File: src/rtl/display_pkg.sv
// Shared constants and types for the 7-segment scan driver.
package display_pkg;

  localparam int unsigned SEG_WIDTH = 7;
  localparam logic [SEG_WIDTH-1:0] SEG_OFF = 7'h7F;

  // Active-low {g,f,e,d,c,b,a} patterns, index = hex value (entry 15 listed first).
  localparam logic [15:0][SEG_WIDTH-1:0] SEG_LUT = {
    7'h0E, 7'h06, 7'h21, 7'h46, 7'h03, 7'h08, 7'h10, 7'h00,
    7'h78, 7'h02, 7'h12, 7'h19, 7'h30, 7'h24, 7'h79, 7'h40
  };

  typedef enum logic {ST_BLANK, ST_DRIVE} slot_state_t;

  function automatic int unsigned clog2_min1(input int unsigned n);
    return (n <= 2) ? 1 : $clog2(n);
  endfunction

endpackage

File: src/rtl/hex7seg_decode.sv
// Combinational hex digit to active-low 7-segment pattern.
module hex7seg_decode
  import display_pkg::*;
(
  input  logic [3:0]           value,
  output logic [SEG_WIDTH-1:0] seg_n
);

  assign seg_n = SEG_LUT[value];

endmodule

File: src/rtl/display_scan_mux.sv
// Time-multiplexed common-anode 7-segment scanner with blanking guard per slot.
// Optional LEADING_ZERO_BLANK_EN suppresses leading zero digits.
module display_scan_mux
  import display_pkg::*;
#(
  parameter  int unsigned N_DIGITS     = 4,
  parameter  int unsigned PRESCALE     = 50000,
  parameter  int unsigned BLANK_CYCLES = 16,
  localparam int unsigned SEL_W        = clog2_min1(N_DIGITS)
) (
  input  logic                   ck,
  input  logic                   rst,
  input  logic                   en,
  input  logic [4*N_DIGITS-1:0]  digit_data,
  input  logic [N_DIGITS-1:0]    dp_in,
  input  logic [N_DIGITS-1:0]    digit_mask,
  output logic [N_DIGITS-1:0]    an,
  output logic [SEG_WIDTH-1:0]   seg,
  output logic                   dp,
  output logic [SEL_W-1:0]       sel,
  output logic                   frame_tick
);

  localparam int unsigned PC_W = clog2_min1(PRESCALE);
  localparam logic [PC_W-1:0]  PC_LAST  = PC_W'(PRESCALE - 1);
  localparam logic [PC_W-1:0]  PC_BLANK = PC_W'(BLANK_CYCLES);
  localparam logic [SEL_W-1:0] SEL_LAST = SEL_W'(N_DIGITS - 1);

  logic [PC_W-1:0]      pc;
  logic [3:0]           lat_val;
  logic                 lat_dp;
  logic                 lat_show;

  logic [31:0]          sel_ext;
  logic [3:0]           live_val;
  logic                 live_dp;
  logic                 live_mask;
  logic                 live_show;
  logic [3:0]           eff_val;
  logic                 eff_dp;
  logic                 eff_show;
  logic [SEG_WIDTH-1:0] seg_pat;
  slot_state_t          slot_st;

  assign sel_ext = 32'(sel);

  always_comb begin
    live_val  = '0;
    live_dp   = 1'b0;
    live_mask = 1'b0;
    for (int unsigned i = 0; i < N_DIGITS; i++) begin
      if (sel_ext == i) begin
        live_val  = digit_data[4*i +: 4];
        live_dp   = dp_in[i];
        live_mask = digit_mask[i];
      end
    end
  end

`ifdef LEADING_ZERO_BLANK_EN
  logic upper_dark;

  always_comb begin
    upper_dark = 1'b1;
    for (int unsigned j = 0; j < N_DIGITS; j++) begin
      if (j > sel_ext && digit_data[4*j +: 4] != 4'd0 && digit_mask[j])
        upper_dark = 1'b0;
    end
  end

  assign live_show = live_mask && !(live_val == 4'd0 && upper_dark && sel != '0);
`else
  assign live_show = live_mask;
`endif

  // At pc==0 the latch is being loaded on this same edge, so drive from the live
  // selection; this keeps PRESCALE=1/BLANK_CYCLES=0 showing current data.
  assign eff_val  = (pc == '0) ? live_val  : lat_val;
  assign eff_dp   = (pc == '0) ? live_dp   : lat_dp;
  assign eff_show = (pc == '0) ? live_show : lat_show;
  assign slot_st  = (pc < PC_BLANK) ? ST_BLANK : ST_DRIVE;

  hex7seg_decode u_decode (
    .value (eff_val),
    .seg_n (seg_pat)
  );

  always_ff @(posedge ck) begin
    if (rst || !en) begin
      pc         <= '0;
      sel        <= '0;
      lat_val    <= '0;
      lat_dp     <= 1'b0;
      lat_show   <= 1'b0;
      an         <= '1;
      seg        <= SEG_OFF;
      dp         <= 1'b1;
      frame_tick <= 1'b0;
    end else begin
      frame_tick <= 1'b0;
      if (pc == '0) begin
        lat_val  <= live_val;
        lat_dp   <= live_dp;
        lat_show <= live_show;
      end

      if (slot_st == ST_DRIVE && eff_show) begin
        an  <= ~(N_DIGITS'(1) << sel);
        seg <= seg_pat;
        dp  <= ~eff_dp;
      end else begin
        an  <= '1;
        seg <= SEG_OFF;
        dp  <= 1'b1;
      end

      if (pc == PC_LAST) begin
        pc <= '0;
        if (sel == SEL_LAST) begin
          sel        <= '0;
          frame_tick <= 1'b1;
        end else begin
          sel <= sel + 1'b1;
        end
      end else begin
        pc <= pc + 1'b1;
      end
    end
  end

endmodule
File: config.mk
export PLATFORM = sky130hd
export DESIGN_NAME = display_scan_mux
export DESIGN_NICKNAME = d
export VERILOG_FILES = /design/src/rtl/display_pkg.sv /design/src/rtl/hex7seg_decode.sv /design/src/rtl/display_scan_mux.sv
export SDC_FILE = /design/constraint.sdc
export NUM_CORES = 1
export LEC_CHECK = 0
export ABC_AREA = 1
export CAP_MARGIN = 20
export CORE_ASPECT_RATIO = 1.1
export CORE_MARGIN = 2
export CORE_UTILIZATION = 25
export CTS_BUF_LIST = sky130_fd_sc_hd__clkbuf_2
export CTS_CLUSTER_DIAMETER = 150
export DETAILED_ROUTE_END_ITERATION = 8
export PLACE_DENSITY = 0.49
export RECOVER_POWER = 50
export SYNTH_ARGS = -nofsm -noshare
export SYNTH_HDL_FRONTEND = slang
export SYNTH_SLANG_ARGS = --single-unit
export TNS_END_PERCENT = 5
File: constraint.sdc
create_clock -name ck -period 2.06 [get_ports ck]
set_input_delay 0.412 -clock ck [delete_from_list [all_inputs] [get_ports ck]]
set_output_delay 0.412 -clock ck [all_outputs]
set_load 0.01 [all_outputs]
==> results.toml, run 1 <==
[logic_synthesis]
syn_area_mm2 = 0.00210
syn_area_per_cell_um2 = 6.89
synth_most_common_cell = "nand2_1"
ys_seq_area_share_pct = 35.3
ys.flop_type = "dfxtp_1"
synth_cell_types = 29
synth_async_sr_flop_share_pct = 0
yosys_warnings = 0
synth.net_count = 344
syn_inst = 304
synth_common_cells = "nand2_1 (87), nor2_1 (41), dfxtp_1 (37), inv_1 (29), nand3_1 (16)"
ys_top_cells_by_area = "dfxtp_1 (35%), nand2_1 (16%), ha_1 (7.8%)"
ys_seq_elements = 37
yosysTopAreaCellShare_pct = 35.3
synth_edf_count = 0
synth_top_cell_by_area = "dfxtp_1"

[sta]
setup_slack_ps = 193
fin_skew_ps = 22.9
drv_slew = 0
worst_slew_pin_slew_ps = 512
finalHoldViolations = 0
rsz0062_at_grt = "false"
slew-limit-headroom_pct = 65.5
tns_ps = 0
hold_ws_ps = 464
fin_crit_ps = 1870
fmax_mhz = 536
setup-violations-final = 0
min_period_over_period_pct = 90.6

[grt]
grt_pass1_vias = 2001
grt_util_all_layers_pct = 11.3
grt_max_degree = 12
grt_pass1_wl_mm = 8.49
overflow = 0
antenna_found_initial = 0

[cells_and_area]
drive_gt1_share_pct = 19.2
num-nets-final = 408
fillCellCount = 894
register_area_um2 = 746
fin_util_pct = 34.6
insertedDiodeCount = 0
area_growth_pct = 36.5
final_cell_area_mm2 = 0.00286
multiInputGateArea_mm2 = 0.00123

[worst_setup_path]
cp.arrival_ps = 2170
critPathCaptureType = "register"
crit_type = "reg2reg"
cp.required_ps = 2360
path_cells = "inv_2 > ha_4 > inv_1 > nor2_4 > nand2_1 > nand2_1 > a21boi_1 > nand2_1 > nand2_2 > buf_4 > ha_1 > nand3_1 > nand2_1 > nand2_1 > nand3_1"
worstPathMaxFanout = 5
cp_slowest_cell = "dfxtp_2"
cpMostUsedCell = "nand2_1"
crit_path_max_incr_delay_ps = 370
cp-start-kind = "register"
r2r.worst_path.cells = 15

[floorplanning]
ioPinCount = 42
dieArea_mm2 = 0.00913
initial_core_util_pct = 25.3
core_mm2 = 0.00828
row_count = 35
fp.dieH_um = 100
die_x_um = 91.3

[run_status]
outcome = "finished, final reports clean"

[routing]
via_per_inst = 4.14
num_vias = 1989
avgRoutedWirePerCell_um = 10.2
route.antenna.remaining_nets = 0
dr.first_iter.drc_count = 29
firstDrtPassIters = 4
wirelength_mm = 4.87
drc_errors = 0

[clock_network]
ctsHoldBuffers = 0
cts_tree = "built"
clockBufferDepth = 2
clk_pin_slew_worst_paths_ps = 200
cts_max_level = 2
cts_sinks = 37
cts-root-buf = "clkbuf_2"
cts_buffers = 5
clock_latency_ps = 380

[worst_hold_path]
min_path_type = "reg2reg"
min_path_cells = 1

[power]
power_density_mw_per_mm2 = 451
p_leak_nw = 1.22
ir_worst_vdd_uv = 216

[placement]
globalplace.congestion = 0.844
numPortBuffers = 41
hpwlAfterDp_mm = 3.82
place_area_mm2 = 0.00276
pre_cts_slack_ps = -70.8

[flow_run]
drv_cap = 0
## timing repair
action / 4_1_cts / 5_1_grt
setup endpoints to repair: 2 / 7
resized for setup: 1 / 20
pin swaps: 1 / 0
buffers inserted: 0 / 2
## state kept, by name, summed over array words and instances, names as in the netlist
register,cells
seg,7
lat_val,4
an,4
lat_dp,1
pc,16
dp,1
frame_tick,1
sel,2
lat_show,1
## critical path: cells and delay by family, from the launching register on
kind	cells	cell delay (ps)
simple gates	9	700
flops	1	370
fa+ha+maj	2	350
compound gates	1	50
buf+inv	3	330
## metrics by stage
stage	power (mW)	std cells
finish	1.29	480
global route	1.38	480
CTS	1.32	478
detailed placement	0.970	470
global placement	0.970	470
floorplan	0.868	304
## final cells by class
type | instances | share of cell area, %
clock buffer | 6 | 1.05
inverter | 39 | 5.20
sequential | 37 | 26.1
tap | 111 | 4.85
clock inverter | 2 | 0.350
multi-input combinational | 225 | 43.2
timing repair buffer | 60 | 19.3
## logic make-up (layout without fill, tap and decap cells)
| kind of cell | Yosys count | count (layout) | synth area share [%] |
|---|---|---|---|
| xor+xnor | 1 | 1 | 0.418 |
| simple gates | 183 | 183 | 41.5 |
| compound gates | 28 | 28 | 7.34 |
| buf+inv | 42 | 107 | 7.64 |
| flops | 37 | 37 | 35.3 |
| fa+ha+maj | 13 | 13 | 7.76 |
## cell usage in the layout (no fill, tap or decap)
cell type,synthesis,layout
nand2_1,87,86
nor2_1,41,42
dfxtp_1,37,33
inv_1,29,28
clkdlybuf4s50_1,0,28
buf_4,0,19
nand3_1,16,16
a21oi_1,14,14
dlygate4sd3_1,0,13
inv_2,10,10
ha_1,13,8
nand2_2,6,7
o21ai_0,8,7
clkbuf_2,0,6
nor2_4,4,5
nor3_1,4,5
o21ai_1,4,4
nand4_1,4,4
dfxtp_2,0,4
nor2_2,5,3
nor4_1,3,3
ha_4,0,3
nand3_4,2,2
or2_2,2,2
nand3_2,2,2
nor3b_1,2,2
nand3b_1,2,2
ha_2,0,2
clkinv_2,0,2
a21boi_1,0,1
o21ai_2,0,1
inv_4,0,1
a21oi_4,1,1
or2_1,1,1
xor2_1,1,1
nand2_4,1,1
## metal layers
metal / share of wire [%] / up-vias / global-route usage (%) / routed length, µm
met2: 50 / 30 / 20.8 / 2440
met5: 0 / - / 0 / 0
met1: 46 / 875 / 13.1 / 2220
met3: 3.4 / 4 / 2.55 / 165
li1: - / 1080 / - / -
met4: 0.94 / 0 / 3.50 / 46
## path summary, 6_finish.rpt
path                             start      to  slack (ps)
worst min register to register  pc[10]  pc[10]         460
worst min-delay path            pc[10]  pc[10]         460
worst max register to register  sel[1]  seg[0]         190
worst max-delay path            sel[1]  seg[0]         190
## power breakdown
group	switching, mW	leakage (nW)	internal, mW
clock network	0.247	0.0327	0.0855
logic	0.120	0.881	0.110
registers	0.00257	0.302	0.725
total	0.370	1.22	0.920
Note: power is estimated with default switching activity, not from simulation.
==> inputs of run 2 (changes only) <==
Settings changed: PLACE_DENSITY 0.49 to 0.48, SLEW_MARGIN from default to 30.
Clock period 2.06 ns to 2.1 ns, I/O delays scaled along.
==> run 2 against run 1 <==
  * Global-route usage barely moved
  * Fmax is 3.1% lower
  * Critical path depth decreased by 2
  * Clock power increased by 34%
  * Worst hold slack improved by 47 ps
==> results.toml, run 2 (same netlist as run 1, synthesis figures left out) <==
[run_status]
outcome = "finished, final reports clean"

[routing]
via_per_inst = 4.19
drc_errors = 0
wirelength_mm = 4.84
firstDrtPassIters = 4
avgRoutedWirePerCell_um = 10.1
dr.first_iter.drc_count = 30
num_vias = 1997
route.antenna.remaining_nets = 0

[worst_setup_path]
cp.required_ps = 2470
cp.arrival_ps = 2290
critPathTopFamily = "simple AND/OR/NAND/NOR gates"
critPathBufInv = 2
crit_path_max_incr_delay_ps = 370
cpMostUsedCell = "nand2_1"
worstPathMaxFanout = 9
cp_slowest_cell = "dfxtp_1"
path_cells = "buf_4 > ha_4 > buf_4 > nand3b_1 > nand2_1 > nand2_1 > nand2_1 > nand2_2 > nand2_1 > nand2_1 > o21ai_1 > nand2_1 > nand2_1"
critPathCaptureType = "register"
cp-start-kind = "register"
crit_type = "reg2reg"

[floorplanning]
initial_core_util_pct = 25.3
ioPinCount = 42
dieArea_mm2 = 0.00913
fp.dieH_um = 100
die_x_um = 91.3
row_count = 35
core_mm2 = 0.00828

[sta]
hold_ws_ps = 512
fmax_mhz = 519
worst_slew_pin_slew_ps = 465
fin_skew_ps = 22.8
finalHoldViolations = 0
drv_slew = 0
fin_crit_ps = 1930
slew-limit-headroom_pct = 68.7
setup-violations-final = 0
min_period_over_period_pct = 91.7

[cells_and_area]
final_cell_area_mm2 = 0.00285
insertedDiodeCount = 0
area_growth_pct = 36.1
num-nets-final = 405
drive_gt1_share_pct = 16.7
final_common_cell = "nand2_1"
reg_top3 = "pc: 16 flops, seg: 7 flops"
fin_cells = 477
largest_reg_flops = 16
top_register = "pc"
fillCellCount = 901
final_cell_mix = "nand2_1 (88), nor2_1 (43), dfxtp_1 (36)"

[placement]
hpwlAfterDp_mm = 3.87
place_area_mm2 = 0.00276
numPortBuffers = 41
dp_cells = 468
globalplace.congestion = 0.819

[grt]
antenna_found_initial = 0
grt_pass1_vias = 1898
overflow = 0
grt_pass1_wl_mm = 8.39
grt_util_all_layers_pct = 11.3
grt_max_degree = 13

[power]
power_density_mw_per_mm2 = 485
p_leak_nw = 1.24
ir_worst_vdd_uv = 276

[flow_run]
drv_cap = 0

[clock_network]
cts_tree = "built"
clockBufferDepth = 2
cts_buffers = 5
clock_latency_ps = 400
cts_max_level = 2
cts-root-buf = "clkbuf_2"
ctsHoldBuffers = 0
cts_sinks = 37
clk_pin_slew_worst_paths_ps = 210

[worst_hold_path]
min_path_type = "reg2reg"
-- run 2: path summary, 6_finish.rpt --
kind           from  endpoint  cells after the start  slack, ps
min reg2reg  pc[10]    pc[10]                      1        510
min          pc[10]    pc[10]                      1        510
max          sel[0]    seg[5]                     13        170
max reg2reg  sel[0]    seg[5]                     13        170
-- run 2: power breakdown --
group,leakage [nW],internal (mW),switching [mW]
registers,0.300,0.711,0.00257
clock network,0.0366,0.197,0.249
logic,0.902,0.108,0.116
-- run 2: layout make-up --
type	instances	area, µm²	share of cell area (%)
clock buffer	5	25.0	0.877
clock inverter	3	41.3	1.45
inverter	39	146	5.13
multi-input combinational	225	1220	42.6
sequential	37	742	26.0
tap	111	139	4.87
timing repair buffer	57	543	19.0
-- run 2: through the flow --
stage / setup TNS (ps) / util (%) / setup slack, ps / power [mW]
2_1_floorplan: 0 / - / 53.0 / 0.852
3_3_place_gp: 0 / 33.3 / 11.6 / 0.955
3_5_place_dp: -1.56 / 33.3 / -1.56 / 0.955
4_1_cts: 0 / 34.1 / 19.6 / 1.42
5_1_grt: -49.3 / 34.5 / -22.3 / 1.48
6_report: 0 / 34.5 / 173 / 1.38
-- run 2: per-layer routing --
metal  vias up  wire (µm)  GRT usage (%)
met2        35       2370           19.7
li1       1076          -              -
met1       875       2140           13.2
met5         -          0              0
met4         0        100           4.31
met3        11        223           3.23
-- run 2: what timing repair did --
item / in CTS / in global routing
setup buffers: 0 / 1
setup endpoints to repair: 0 / 8
gates resized for setup: 0 / 15
endpoints found under the hold margin: 0 / 0
